<file path="config.mk">
export PLATFORM = sky130hd
export DESIGN_NAME = sort_streamer
export DESIGN_NICKNAME = d
export VERILOG_FILES = /design/src/rtl/sort_streamer.sv
export SDC_FILE = /design/constraint.sdc
export NUM_CORES = 1
export LEC_CHECK = 0
export CAP_MARGIN = 20
export CORE_MARGIN = 2
export CORE_UTILIZATION = 35
export CTS_CLUSTER_SIZE = 25
export DETAILED_ROUTE_END_ITERATION = 8
export HOLD_SLACK_MARGIN = 0.15
export PLACE_DENSITY = 0.56
export RECOVER_POWER = 50
export SYNTH_ARGS = -nofsm -noshare
export SYNTH_HDL_FRONTEND = slang
export SYNTH_SLANG_ARGS = --single-unit
</file>
<file path="constraint.sdc">
create_clock -name clk -period 8.7 [get_ports clk]
set_clock_uncertainty 0.1 [all_clocks]
set_input_delay 2.61 -clock clk [delete_from_list [all_inputs] [get_ports clk]]
set_output_delay 2.61 -clock clk [all_outputs]
set_load 0.01 [all_outputs]
</file>
<file path="src/rtl/sort_streamer.sv">
// Streaming frame sorter: loads DEPTH elements, sorts them by odd-even transposition, streams them out.
// Define SORT_STREAMER_DESCEND_EN for descending order; ascending when undefined.
module sort_streamer #(
  parameter int DATA_W = 8,
  parameter int DEPTH  = 8
) (
  input  logic              clk,
  input  logic              rst_n,
  input  logic              in_valid,
  input  logic [DATA_W-1:0] in_data,
  output logic              in_ready,
  output logic              out_valid,
  output logic [DATA_W-1:0] out_data,
  output logic              out_last,
  input  logic              out_ready,
  output logic              busy
);

  localparam int CW = (DEPTH > 2) ? $clog2(DEPTH) : 1;
  localparam logic [CW-1:0] LAST_IDX = CW'(DEPTH - 1);

  typedef enum logic [1:0] {LOAD, SORT, OUT} state_t;

  state_t            state_q, state_d;
  logic [CW-1:0]     cnt_q, cnt_d;
  logic [DATA_W-1:0] mem_q [DEPTH];
  logic [DATA_W-1:0] mem_d [DEPTH];

  // True when the pair must be exchanged; equal values never swap.
  function automatic logic out_of_order(input logic [DATA_W-1:0] l, input logic [DATA_W-1:0] r);
`ifdef SORT_STREAMER_DESCEND_EN
    return l < r;
`else
    return l > r;
`endif
  endfunction

  always_comb begin
    state_d = state_q;
    cnt_d   = cnt_q;
    mem_d   = mem_q;
    case (state_q)
      LOAD: begin
        if (in_valid) begin
          mem_d[cnt_q] = in_data;
          if (cnt_q == LAST_IDX) begin
            state_d = SORT;
            cnt_d   = '0;
          end else begin
            cnt_d = cnt_q + 1'b1;
          end
        end
      end
      SORT: begin
        // cnt doubles as the phase counter; its LSB selects even/odd pairing.
        for (int i = 0; i < DEPTH - 1; i++) begin
          if ((i % 2) == int'(cnt_q[0]) && out_of_order(mem_q[i], mem_q[i+1])) begin
            mem_d[i]   = mem_q[i+1];
            mem_d[i+1] = mem_q[i];
          end
        end
        if (cnt_q == LAST_IDX) begin
          state_d = OUT;
          cnt_d   = '0;
        end else begin
          cnt_d = cnt_q + 1'b1;
        end
      end
      OUT: begin
        if (out_ready) begin
          if (cnt_q == LAST_IDX) begin
            state_d = LOAD;
            cnt_d   = '0;
          end else begin
            cnt_d = cnt_q + 1'b1;
          end
        end
      end
      default: begin
        state_d = LOAD;
        cnt_d   = '0;
      end
    endcase
  end

  always_ff @(posedge clk or negedge rst_n) begin
    if (!rst_n) begin
      state_q <= LOAD;
      cnt_q   <= '0;
      for (int i = 0; i < DEPTH; i++) mem_q[i] <= '0;
    end else begin
      state_q <= state_d;
      cnt_q   <= cnt_d;
      for (int i = 0; i < DEPTH; i++) mem_q[i] <= mem_d[i];
    end
  end

  assign in_ready  = (state_q == LOAD);
  assign out_valid = (state_q == OUT);
  assign out_last  = (state_q == OUT) && (cnt_q == LAST_IDX);
  assign busy      = (state_q != LOAD);
  assign out_data  = mem_q[cnt_q];

endmodule
</file>
-- Yosys cells after proc, flatten, opt, wreduce, memory -nomap -nowiden
Cells that the tools add are included.
- $lt $le $gt $ge: 9
- div/mod/pow operators: 0
- $mul: 0
- $add $sub $neg: 1
- shift-type cells: 0
- bitwise logic cells: 2
- muxes and demuxes: 27
- equal/unequal tests: 16
- reductions and logical operators: 22
- operators with widths (cell ; number):
    16-bit two-way mux ; 9
    64-bit one-hot mux with 2 select lines ; 1
    64-bit bitwise mux ; 1
    64-bit two-way mux ; 1
    8-bit greater-than comparator ; 7
    8-bit binary-select mux with 3-bit select ; 1
    8-bit demux with 3-bit select ; 1
    8-bit two-way mux ; 3
    3-bit AND reduction ; 8
    3-bit inequality test (second input constant) ; 6
    2-bit two-way mux ; 5
    1-bit logical AND ; 9
    3-bit two-way mux ; 3
    3-bit one-hot mux with 3 select lines ; 1
    2-bit inequality test (second input constant) ; 4
    2-bit by 1-bit inequality test with 1-bit output (second input constant) ; 3
    2-bit one-hot mux with 3 select lines ; 1
    5-bit AND reduction ; 1
    4-bit >= comparator (second input constant) ; 1
    4-bit by 1-bit less-than comparator with 1-bit output (second input constant) ; 1
    3-bit inverter with 4-bit output ; 1
    2-bit nonzero test ; 2
    3-bit by 1-bit adder with 3-bit output (second input constant) ; 1
    3-bit equality test (second input constant) ; 1
    other kinds (5) ; 5
- memories: 0
- input bits: 12
- bits in read-only memories: 0
- logic and storage cells: 87
- bits in registers: 69
- latch bits: 0
- RAM bits: 0

-- Longest topological paths before layout
Gate-level depths: netlist of the first run.
- word-level depth: 12
- gate-level depth with buffers: 10
- mapped depth without buffers: 8

-- Worst setup path after synthesis of the first run
Ideal clock, no wire load.
- kind: reg2out
- start: register cnt_q[1]
- end: output out_data[7]
- slack: 4088 ps
- arrival: 1902 ps
- stages on the path, launching flop included: 6
- cell sequence: dfrtp_1 clkbuf_1 buf_1 clkbuf_1 mux4_2 mux2_2
- cells in the longest elaborated chain, start to end: 4
- ends and longest elaborated chain (item ; line ; source):
    from (decl) ; 25 ; logic [CW-1:0] cnt_q, cnt_d;
    from (signal assigned) ; 93 ; cnt_q <= cnt_d;
    3-bit inverter with 4-bit output (not written as such) ; 102 ; assign out_data = mem_q[cnt_q];
    8-bit binary-select mux with 3-bit select ; 102 ;
    8-bit two-way mux (not written as such) (2 in series) ; 102 ;
    to (decl) ; 13 ; output logic [DATA_W-1:0] out_data,
Every way passes these cells. The select of a mux whose other input is x is not followed.

==> flow_summary_export.csv, run 1 <==
group,metric,value,unit
worst_setup_path,required_time_of_the_worst_setup_path,8.13,ns
floorplan,initial_core_util,0.362,
run,max_cap_violations,1,
hold_path,holdCritPathClass,"register to register",
clock_network,cts-resized-gates,0,
worst_setup_path,slowest_library_cell_on_the_worst_path,"sky130_fd_sc_hd__clkbuf_1",
pwr,power_frac_comb,0.610,
floorplan,row_count,46,
pwr,power_density,427,nW/um^2
pwr,ir_worst_vdd,0.230,mV
pwr,power.switching_fraction,0.513,
clock_network,h-tree-depth,3,
worst_setup_path,crit_buf_inv,1,
clock_network,cts-buffers-inserted,9,
global_routing,antenna_found_initial,0,
synth,flip_flop_and_latch_count_after_synthesis,69,
final_layout,diodes,0,
placement,port_buffers,23,
synth,synthFlopType,"sky130_fd_sc_hd__dfrtp_1",
clock_network,tritoncts,"built",
pwr,seqPwrFrac,0.263,
worst_setup_path,worst_setup_sp_type,"input pin",
floorplan,die_area,17600,um^2
floorplan,core_area,16000,um^2
pwr,internal-power,0.00134,W
worst_setup_path,crit_chain,"clkbuf_1",
timing,setup_total_negative_slack,0,ns
synth,yosysSeqAreaShare,0.299,
routing,drt-wirelength-per-cell,23.6,um
floorplan,die_height,133,um
final_layout,finish.net_count,706,
global_routing,grt-ovfl-total,0,
global_routing,grt_pass1_wl,31.1,mm
synth,syn_inst,627,
routing,drt-met1-wl,9.03,mm
synth,yosysWarnings,0,
global_routing,grtUsageTotal,0.232,
worst_setup_path,setup.reg_to_reg.worst_slack,5.56,ns
floorplan,dieWidth,133,um
routing,met2WireLength,8.97,mm
worst_setup_path,crit_path_end_kind,"async pin",
worst_setup_path,setup.worst_path.class,"input pin to async pin",
pwr,power.total,0.00276,W
floorplan,top_level_ports,24,
final_layout,final.fill_count,1623,
routing,vias,5377,
synth,synth.avg_cell_area,9.23,um^2
outcome,status,"complete, but fails checks",
routing,wirelength,20.2,mm
timing,finalMaxSlewViolations,70,
pwr,clkPwrFrac,0.127,
timing,layout_min_cycle_time,6.03,ns
timing,fmax,166,MHz
timing,setup_viol_count_final,0,
routing,detailroute.wirelength.met3,1.51,mm
worst_setup_path,critical_path.max_stage_delay,2.72,ns
timing,slew_headroom,-1.66,
clock_network,clock_insertion_delay_worst_skew,0.35,ns
final_layout,area_growth_syn_to_layout,11.7,%
worst_setup_path,critical-path-top-delay-family,"buffers and inverters",
synth,synth.net_count,697,
routing,drtIter0Drc,645,
timing,finalCritPeriodShare,0.693,
pwr,switchingPower,0.00141,W
placement,place.detailed.hpwl,14.6,mm
worst_setup_path,critPathArrivalTime,5.46,ns
routing,detail_route.first_pass.iterations,6,
synth,synth-edff-count,0,
clock_network,clkTransAtPathRegs,0.06,ns
placement,routabilityCongestion,0.935,
routing,highest-signal-layer,"met4",
pwr,p_leak,2.70,nW
clock_network,cts.hold.buffers_added,0,
synth,async_flop_share,1.00,
global_routing,largest_net_degree_at_the_start_of_global_routing,70,
timing,max_slew.worst_pin.slew,3.99,ns
clock_network,clock_path_buffers,2,
timing,unrepaired_setup_endpoints_after_global_routing,"false",
synth,number_of_unique_standard_cell_types_used_by_synthesis,56,
timing,hold_viol,0,
routing,routed_via_density,6.27,
routing,remaining_drc_errors,0,
global_routing,via_count_of_the_first_global_routing_pass,5197,
worst_setup_path,critPathMaxFanout,69,
timing,whs,0.489,ns
routing,postRouteAntennaNets,0,
final_layout,final_layout_size_suffix_gt1_frac,0.0936,
clock_network,tritoncts_num_sinks,69,
outcome,violations,"max-capacitance violations, max-slew violations",
synth,synthesis.area,5780,um^2
clock_network,clock-root-buffer,"sky130_fd_sc_hd__clkbuf_16",
clock_network,post_cts.repair.setup_buffers,0,
[cell usage after synthesis, types with 11 or more instances]
| cell | n | area, um^2 |
|---|---|---|
| sky130_fd_sc_hd__a21oi_1 | 21 | 105 |
| sky130_fd_sc_hd__dfrtp_1 | 69 | 1730 |
| sky130_fd_sc_hd__nor2b_1 | 11 | 68.8 |
| sky130_fd_sc_hd__a221oi_1 | 36 | 315 |
| sky130_fd_sc_hd__mux2_2 | 23 | 259 |
| sky130_fd_sc_hd__a221o_1 | 19 | 190 |
| sky130_fd_sc_hd__nor2_1 | 51 | 191 |
| sky130_fd_sc_hd__o211ai_1 | 11 | 82.6 |
| sky130_fd_sc_hd__o21ai_0 | 17 | 85.1 |
| sky130_fd_sc_hd__inv_1 | 62 | 233 |
| sky130_fd_sc_hd__ha_1 | 58 | 726 |
| sky130_fd_sc_hd__clkbuf_1 | 21 | 78.8 |
| sky130_fd_sc_hd__mux2i_1 | 41 | 410 |
| sky130_fd_sc_hd__nand4_1 | 19 | 119 |
| sky130_fd_sc_hd__nand2_1 | 47 | 176 |
[stage by stage]
| stage | worst slack [ns] | util | instances | instance area, um^2 |
|---|---|---|---|---|
| after floorplan | 4.09 | - | 627 | 5780 |
| after global placement | 3.52 | 0.387 | 840 | 6190 |
| after detailed placement | 3.49 | 0.387 | 841 | 6190 |
| after CTS | 3.09 | 0.404 | 857 | 6460 |
| after global routing | 1.87 | 0.404 | 857 | 6460 |
| final | 2.67 | 0.404 | 857 | 6460 |
[final timing paths]
path                       startpoint           to  cells after the start
max                             rst_n    mem_q[40]                      1
min                         mem_q[61]    mem_q[61]                      1
max reg2reg                 mem_q[49]    mem_q[51]                      7
min reg2reg                 mem_q[61]    mem_q[61]                      1
max in group clk             cnt_q[1]  out_data[4]                      4
min in group asynchronous       rst_n     mem_q[1]                      1
[logic make-up after synthesis]
logic type	Yosys count	share of synthesized area
and+or+nand+nor	169	0.141
AOI/OAI and AO/OA	166	0.233
adders and majority gates	58	0.125
muxes	70	0.137
buffers and inverters	95	0.0653
DFF	69	0.299
[layout by cell type, fill, tap and decap left out, drive strengths merged, types with 5 or more instances in the layout]
| master | Yosys | final |
|---|---|---|
| a21oi | 21 | 21 |
| clkbuf | 21 | 13 |
| a31oi | 10 | 10 |
| buf | 11 | 7 |
| o211ai | 11 | 11 |
| nor3 | 10 | 10 |
| mux2 | 24 | 24 |
| nor2 | 51 | 51 |
| nand2 | 47 | 47 |
| mux4 | 5 | 5 |
| a221o | 19 | 19 |
| a221oi | 36 | 36 |
| inv | 62 | 62 |
| a311oi | 5 | 5 |
| a22oi | 5 | 5 |
| a21o | 5 | 5 |
| ha | 58 | 58 |
| and2 | 11 | 11 |
| dfrtp | 69 | 69 |
| nand4 | 19 | 19 |
| clkdlybuf4s50 | 0 | 20 |
| nor2b | 12 | 12 |
| o21ai | 17 | 17 |
| mux2i | 41 | 41 |
| a22o | 10 | 10 |
| clkinv | 1 | 5 |
[sequential cells by signal, summed over array words and instances (netlist names)]
name and flops:
cnt_q 3, state_q 2, mem_q 64
[final cells by class]
cell class              count  area (um^2)  area share
multi-input cells         463         3680       0.570
flip-flops and latches     69         1730       0.267
repair buffers             30          277      0.0428
well taps                 216          270      0.0418
clock buffers              12          246      0.0382
inverters                  63          236      0.0366
clock inverters             4         23.8     0.00368
[routing by layer]
| metal | track usage | vias up |
|---|---|---|
| li1 | - | 2398 |
| met1 | 0.331 | 2671 |
| met2 | 0.353 | 257 |
| met3 | 0.0326 | 51 |
| met4 | 0.0932 | 0 |
| met5 | 0 | - |
[power groups by stage]
stage | Sequential (W) | Clock, W | Combinational, W
finish | 0.000726 | 0.000350 | 0.00168
global route | 0.000735 | 0.000370 | 0.00184
CTS | 0.000714 | 0.000355 | 0.00166
detailed placement | 0.000720 | 0 | 0.00164
global placement | 0.000721 | 0 | 0.00162
floorplan | 0.000544 | 0 | 0.00131
Power figures use the tool's default switching activity.
==> run 2: changes to the inputs <==
- clock period: 8.7 -> 6.1 ns (I/O delays scaled with it)
==> flow_summary_export.csv, run 2 (synthesis results as in run 1) <==
group,metric,value,unit
floorplan,die_area,17600,um^2
placement,post_dp_cell_area,6200,um^2
final_layout,final_layout_size_suffix_gt1_frac,0.0981,
placement,port_buffers,23,
global_routing,grtUsageTotal,0.238,
pwr,power.switching_fraction,0.503,
timing,fmax,203,MHz
hold_path,holdCritPathClass,"register to register",
timing,setup_total_negative_slack,0,ns
routing,postRouteAntennaNets,0,
run,max_cap_violations,1,
final_layout,mostFrequentLayoutCell,"sky130_fd_sc_hd__dfrtp_1",
placement,routabilityCongestion,0.977,
clock_network,clock-root-buffer,"sky130_fd_sc_hd__clkbuf_16",
worst_setup_path,crit_buf_inv,2,
timing,finalCritPeriodShare,0.809,
global_routing,via_count_of_the_first_global_routing_pass,5318,
timing,finalMaxSlewViolations,70,
routing,drt-wirelength-per-cell,24.1,um
final_layout,post-route-cell-area,6530,um^2
clock_network,clock_insertion_delay_worst_skew,0.35,ns
outcome,violations,"max-capacitance violations, max-slew violations",
global_routing,grt_pass1_wl,32.1,mm
worst_setup_path,critical_path.max_stage_delay,0.75,ns
placement,place.detailed.hpwl,14.7,mm
timing,hold_viol,0,
pwr,power_frac_comb,0.592,
timing,finalWorstSetupSlack,1.16,ns
worst_setup_path,crit_chain,"buf_4 > nor2b_1 > nand2_1 > o22ai_1 > clkdlybuf4s50_1",
worst_setup_path,required_time_of_the_worst_setup_path,4.17,ns
timing,setup_viol_count_final,0,
pwr,internal-power,0.00202,W
timing,slew_headroom,-0.240,
pwr,power.total,0.00406,W
floorplan,dieWidth,133,um
placement,place_worst_setup_slack,1.59,ns
timing,max_slew.worst_pin.slew,1.86,ns
final_layout,top_register,"mem_q",
global_routing,largest_net_degree_at_the_start_of_global_routing,70,
worst_setup_path,crit_path_end_kind,"primary output",
final_layout,largest_registers,"mem_q x64, cnt_q x3, state_q x2",
routing,routed_via_density,6.31,
global_routing,antenna_found_initial,0,
hold_path,hp-start,"mem_q[56]",
outcome,status,"complete, but fails checks",
worst_setup_path,critical-path-top-delay-family,"buffers and inverters",
floorplan,row_count,46,
timing,layout_min_cycle_time,4.94,ns
clock_network,tritoncts,"built",
clock_network,clock_path_buffers,2,
worst_setup_path,startpoint,"cnt_q[0]",
final_layout,diodes,0,
floorplan,die_height,133,um
final_layout,max_ffs_per_register,64,
final_layout,layoutNonFillerInstCount,858,
worst_setup_path,critPathArrivalTime,3.01,ns
placement,dp_cells,842,
clock_network,cts-buffers-inserted,9,
routing,remaining_drc_errors,0,
floorplan,initial_core_util,0.362,
pwr,power_density,622,nW/um^2
pwr,ir_worst_vdd,0.275,mV
clock_network,h-tree-depth,3,
final_layout,finish.net_count,707,
final_layout,area_growth_syn_to_layout,12.8,%
pwr,clkPwrFrac,0.147,
floorplan,top_level_ports,24,
pwr,switchingPower,0.00204,W
routing,wirelength,20.6,mm
routing,vias,5415,
worst_setup_path,slowest_library_cell_on_the_worst_path,"sky130_fd_sc_hd__dfrtp_1",
clock_network,cts-resized-gates,0,
pwr,p_leak,2.73,nW
timing,unrepaired_setup_endpoints_after_global_routing,"false",
worst_setup_path,reg2reg_from,"cnt_q[0]",
floorplan,core_area,16000,um^2
worst_setup_path,critPathMaxFanout,26,
worst_setup_path,setup.worst_path.class,"register to primary output",
clock_network,clkTransAtPathRegs,0.06,ns
worst_setup_path,worst_setup_sp_type,"register",
routing,drtIter0Drc,532,
clock_network,post_cts.repair.setup_buffers,0,
clock_network,tritoncts_num_sinks,69,
pwr,seqPwrFrac,0.262,
final_layout,layout_common_cells,"sky130_fd_sc_hd__dfrtp_1, sky130_fd_sc_hd__inv_1, sky130_fd_sc_hd__ha_1",
clock_network,cts.hold.buffers_added,0,
routing,detail_route.first_pass.iterations,5,
global_routing,grt-ovfl-total,0,
## run 2: layer usage
metal | share of wire | track usage
met1 | 0.44 | 0.325
met2 | 0.44 | 0.370
met3 | 0.078 | 0.0471
met4 | 0.037 | 0.0980
met5 | 0 | 0
## run 2: metrics by stage
stage	hold WS [ns]	utilization
4_1_cts	0.472	0.408
6_report	0.468	0.408
3_3_place_gp	0.459	0.387
5_1_grt	0.526	0.408
3_5_place_dp	0.456	0.388
2_1_floorplan	0.418	-
## run 2: power by group through the flow
stage          logic (W)  registers [W]  clock network, W
2_1_floorplan    0.00186       0.000776                 0
5_1_grt          0.00262        0.00108          0.000617
6_report         0.00240        0.00106          0.000595
4_1_cts          0.00237        0.00104          0.000600
3_5_place_dp     0.00234        0.00105                 0
3_3_place_gp     0.00229        0.00105                 0
## run 2: final timing paths
| check | end | slack (ns) | cells past startpoint |
|---|---|---|---|
| setup / recovery | out_data[4] | 1.16 | 5 |
| hold / removal | mem_q[56] | 0.47 | 2 |
| setup reg to reg | mem_q[19] | 2.85 | 5 |
| hold reg to reg | mem_q[56] | 0.47 | 2 |
| max in group asynchronous | cnt_q[1] | 2.90 | 1 |
| min in group asynchronous | mem_q[1] | 1.85 | 1 |
## run 2: tightest hold or removal path, stage by stage, from the launching register on
cell                      delay [ns]
sky130_fd_sc_hd__dfrtp_1        0.34
sky130_fd_sc_hd__inv_1          0.07
sky130_fd_sc_hd__mux2i_1        0.12
## run 2: layout make-up
type,count,area (um^2)
fill,1635,9480
multi-input combinational,463,3680
sequential,69,1730
timing repair buffer,31,285
tap,216,270
clock buffer,12,256
inverter,63,236
clock inverter,4,70.1
==> run 3: changes to the inputs <==
- clock period: 6.1 -> 5.2 ns (I/O delays scaled with it)
==> flow_summary_export.csv, run 3 (synthesis results as in run 1) <==
group,metric,value,unit
floorplan,initial_core_util,0.362,
worst_setup_path,critical-path-top-delay-family,"flip-flops",
global_routing,grt-busiest-layer,"met2",
global_routing,antenna_found_initial,0,
timing,slew_headroom,-0.216,
floorplan,dieWidth,133,um
worst_setup_path,worst_setup_sp_type,"register",
pwr,ir_worst_vdd,0.270,mV
global_routing,grt_pass1_wl,31.5,mm
final_layout,final_layout_size_suffix_gt1_frac,0.101,
pwr,power.switching_fraction,0.497,
placement,port_buffers,23,
clock_network,clkTransAtPathRegs,0.06,ns
floorplan,core_area,16000,um^2
pwr,seqPwrFrac,0.246,
global_routing,largest_net_degree_at_the_start_of_global_routing,70,
timing,max_slew.worst_pin.slew,1.82,ns
pwr,internal-power,0.00241,W
final_layout,area_growth_syn_to_layout,13.6,%
routing,drt-wirelength-per-cell,23.4,um
timing,unrepaired_setup_endpoints_after_global_routing,"false",
routing,vias,5377,
worst_setup_path,critical_path.max_stage_delay,0.97,ns
outcome,violations,"max-capacitance violations, max-slew violations",
routing,drtIter0Drc,482,
routing,wirelength,20.1,mm
pwr,clkPwrFrac,0.151,
routing,postRouteAntennaNets,0,
global_routing,grt-ovfl-total,0,
worst_setup_path,critPathArrivalTime,2.90,ns
timing,setup_total_negative_slack,0,ns
final_layout,largest_registers,"mem_q x64, cnt_q x3, state_q x2",
clock_network,tritoncts_num_sinks,69,
global_routing,use_met1,0.323,
worst_setup_path,crit_path_end_kind,"primary output",
clock_network,tritoncts,"built",
worst_setup_path,critPathMaxFanout,29,
clock_network,clock_path_buffers,2,
final_layout,top_register,"mem_q",
final_layout,finish.net_count,709,
floorplan,die_area,17600,um^2
timing,finalMaxSlewViolations,70,
global_routing,via_count_of_the_first_global_routing_pass,5218,
worst_setup_path,crit_buf_inv,1,
worst_setup_path,required_time_of_the_worst_setup_path,3.54,ns
worst_setup_path,setup.worst_path.class,"register to primary output",
final_layout,max_ffs_per_register,64,
global_routing,grt_use_met2,0.363,
clock_network,cts-buffers-inserted,9,
placement,place.detailed.hpwl,14.6,mm
pwr,power_density,730,nW/um^2
floorplan,top_level_ports,24,
clock_network,clock-root-buffer,"sky130_fd_sc_hd__clkbuf_16",
floorplan,die_height,133,um
floorplan,row_count,46,
final_layout,layoutNonFillerInstCount,860,
routing,remaining_drc_errors,0,
worst_setup_path,crit_chain,"nor2b_1 > nand2_1 > o22ai_1 > clkdlybuf4s50_1",
final_layout,layout_common_cells,"sky130_fd_sc_hd__dfrtp_1, sky130_fd_sc_hd__inv_1, sky130_fd_sc_hd__ha_1",
placement,dp_cells,843,
final_layout,diodes,0,
hold_path,holdCritPathClass,"register to register",
outcome,status,"complete, but fails checks",
timing,finalCritPeriodShare,0.877,
clock_network,h-tree-depth,3,
pwr,switchingPower,0.00238,W
final_layout,mostFrequentLayoutCell,"sky130_fd_sc_hd__dfrtp_1",
clock_network,post_cts.repair.setup_buffers,0,
final_layout,final.fill_count,1654,
clock_network,cts.hold.buffers_added,0,
clock_network,cts-resized-gates,0,
clock_network,clock_insertion_delay_worst_skew,0.35,ns
timing,hold_viol,0,
pwr,power_frac_comb,0.603,
worst_setup_path,slowest_library_cell_on_the_worst_path,"sky130_fd_sc_hd__dfrtp_1",
timing,fmax,219,MHz
pwr,p_leak,2.75,nW
global_routing,grt_util_met3,0.0330,
timing,setup_viol_count_final,0,
global_routing,grtUsageTotal,0.233,
routing,routed_via_density,6.25,
placement,routabilityCongestion,0.971,
timing,layout_min_cycle_time,4.56,ns
routing,detail_route.first_pass.iterations,5,
run,max_cap_violations,1,
run 3: cell count changes in the layout (fill, tap and decap cells not counted), sizes merged:
cell	before	now
clkinvlp	0	1
bufinv	2	3
clkbuf	13	11
buf	8	10
run 3: worst paths after layout:
check	from	to	slack (ns)	cells after the start
min in group asynchronous	rst_n	mem_q[1]	1.60	1
min	state_q[0]	state_q[0]	0.49	2
min reg2reg	state_q[0]	state_q[0]	0.49	2
max reg2reg	mem_q[41]	mem_q[48]	2.05	8
max	cnt_q[2]	out_data[4]	0.64	4
max in group asynchronous	rst_n	mem_q[48]	2.33	1
run 3: routing by layer:
layer / routed length [um] / part of all wire / up-vias
met5: 0 / 0 / -
met4: 755 / 0.037 / 0
met3: 1270 / 0.063 / 52
met2: 9190 / 0.46 / 250
met1: 8920 / 0.44 / 2668
li1: - / - / 2407
run 3: area by class of cell:
| cell class | instances | area, um^2 | area share |
|---|---|---|---|
| clock buffer | 10 | 229 | 0.0348 |
| clock inverter | 6 | 111 | 0.0169 |
| inverter | 63 | 236 | 0.0360 |
| multi-input combinational | 463 | 3680 | 0.560 |
| sequential | 69 | 1730 | 0.263 |
| tap | 216 | 270 | 0.0411 |
| timing repair buffer | 33 | 320 | 0.0487 |
run 3: metrics by stage:
stage | instance area, um^2 | hold slack [ns] | utilization | setup slack [ns] | total power (W)
2_1_floorplan | 5780 | 0.418 | - | 1.64 | 0.00310
3_3_place_gp | 6210 | 0.476 | 0.388 | 1.10 | 0.00392
3_5_place_dp | 6210 | 0.475 | 0.388 | 1.06 | 0.00397
4_1_cts | 6550 | 0.492 | 0.409 | 0.680 | 0.00472
5_1_grt | 6570 | 0.512 | 0.411 | 0.545 | 0.00513
6_report | 6570 | 0.486 | 0.411 | 0.639 | 0.00480
run 3: power groups by stage:
stage	combinational (W)	clock (W)	sequential, W
floorplan	0.00219	0	0.000910
global route	0.00317	0.000758	0.00120
finish	0.00289	0.000725	0.00118
CTS	0.00280	0.000725	0.00119
detailed placement	0.00277	0	0.00120
global placement	0.00272	0	0.00120
run 3: worst reg2reg max path, cell delays in order, from the launching register on:
cell and delay [ns]:
sky130_fd_sc_hd__dfrtp_1 0.53, sky130_fd_sc_hd__inv_1 0.09, sky130_fd_sc_hd__ha_1 0.31, sky130_fd_sc_hd__nor2b_2 0.13, sky130_fd_sc_hd__o211ai_1 0.12, sky130_fd_sc_hd__a211o_1 0.44
sky130_fd_sc_hd__and2_4 0.29, sky130_fd_sc_hd__a311oi_4 0.61, sky130_fd_sc_hd__mux2_2 0.41
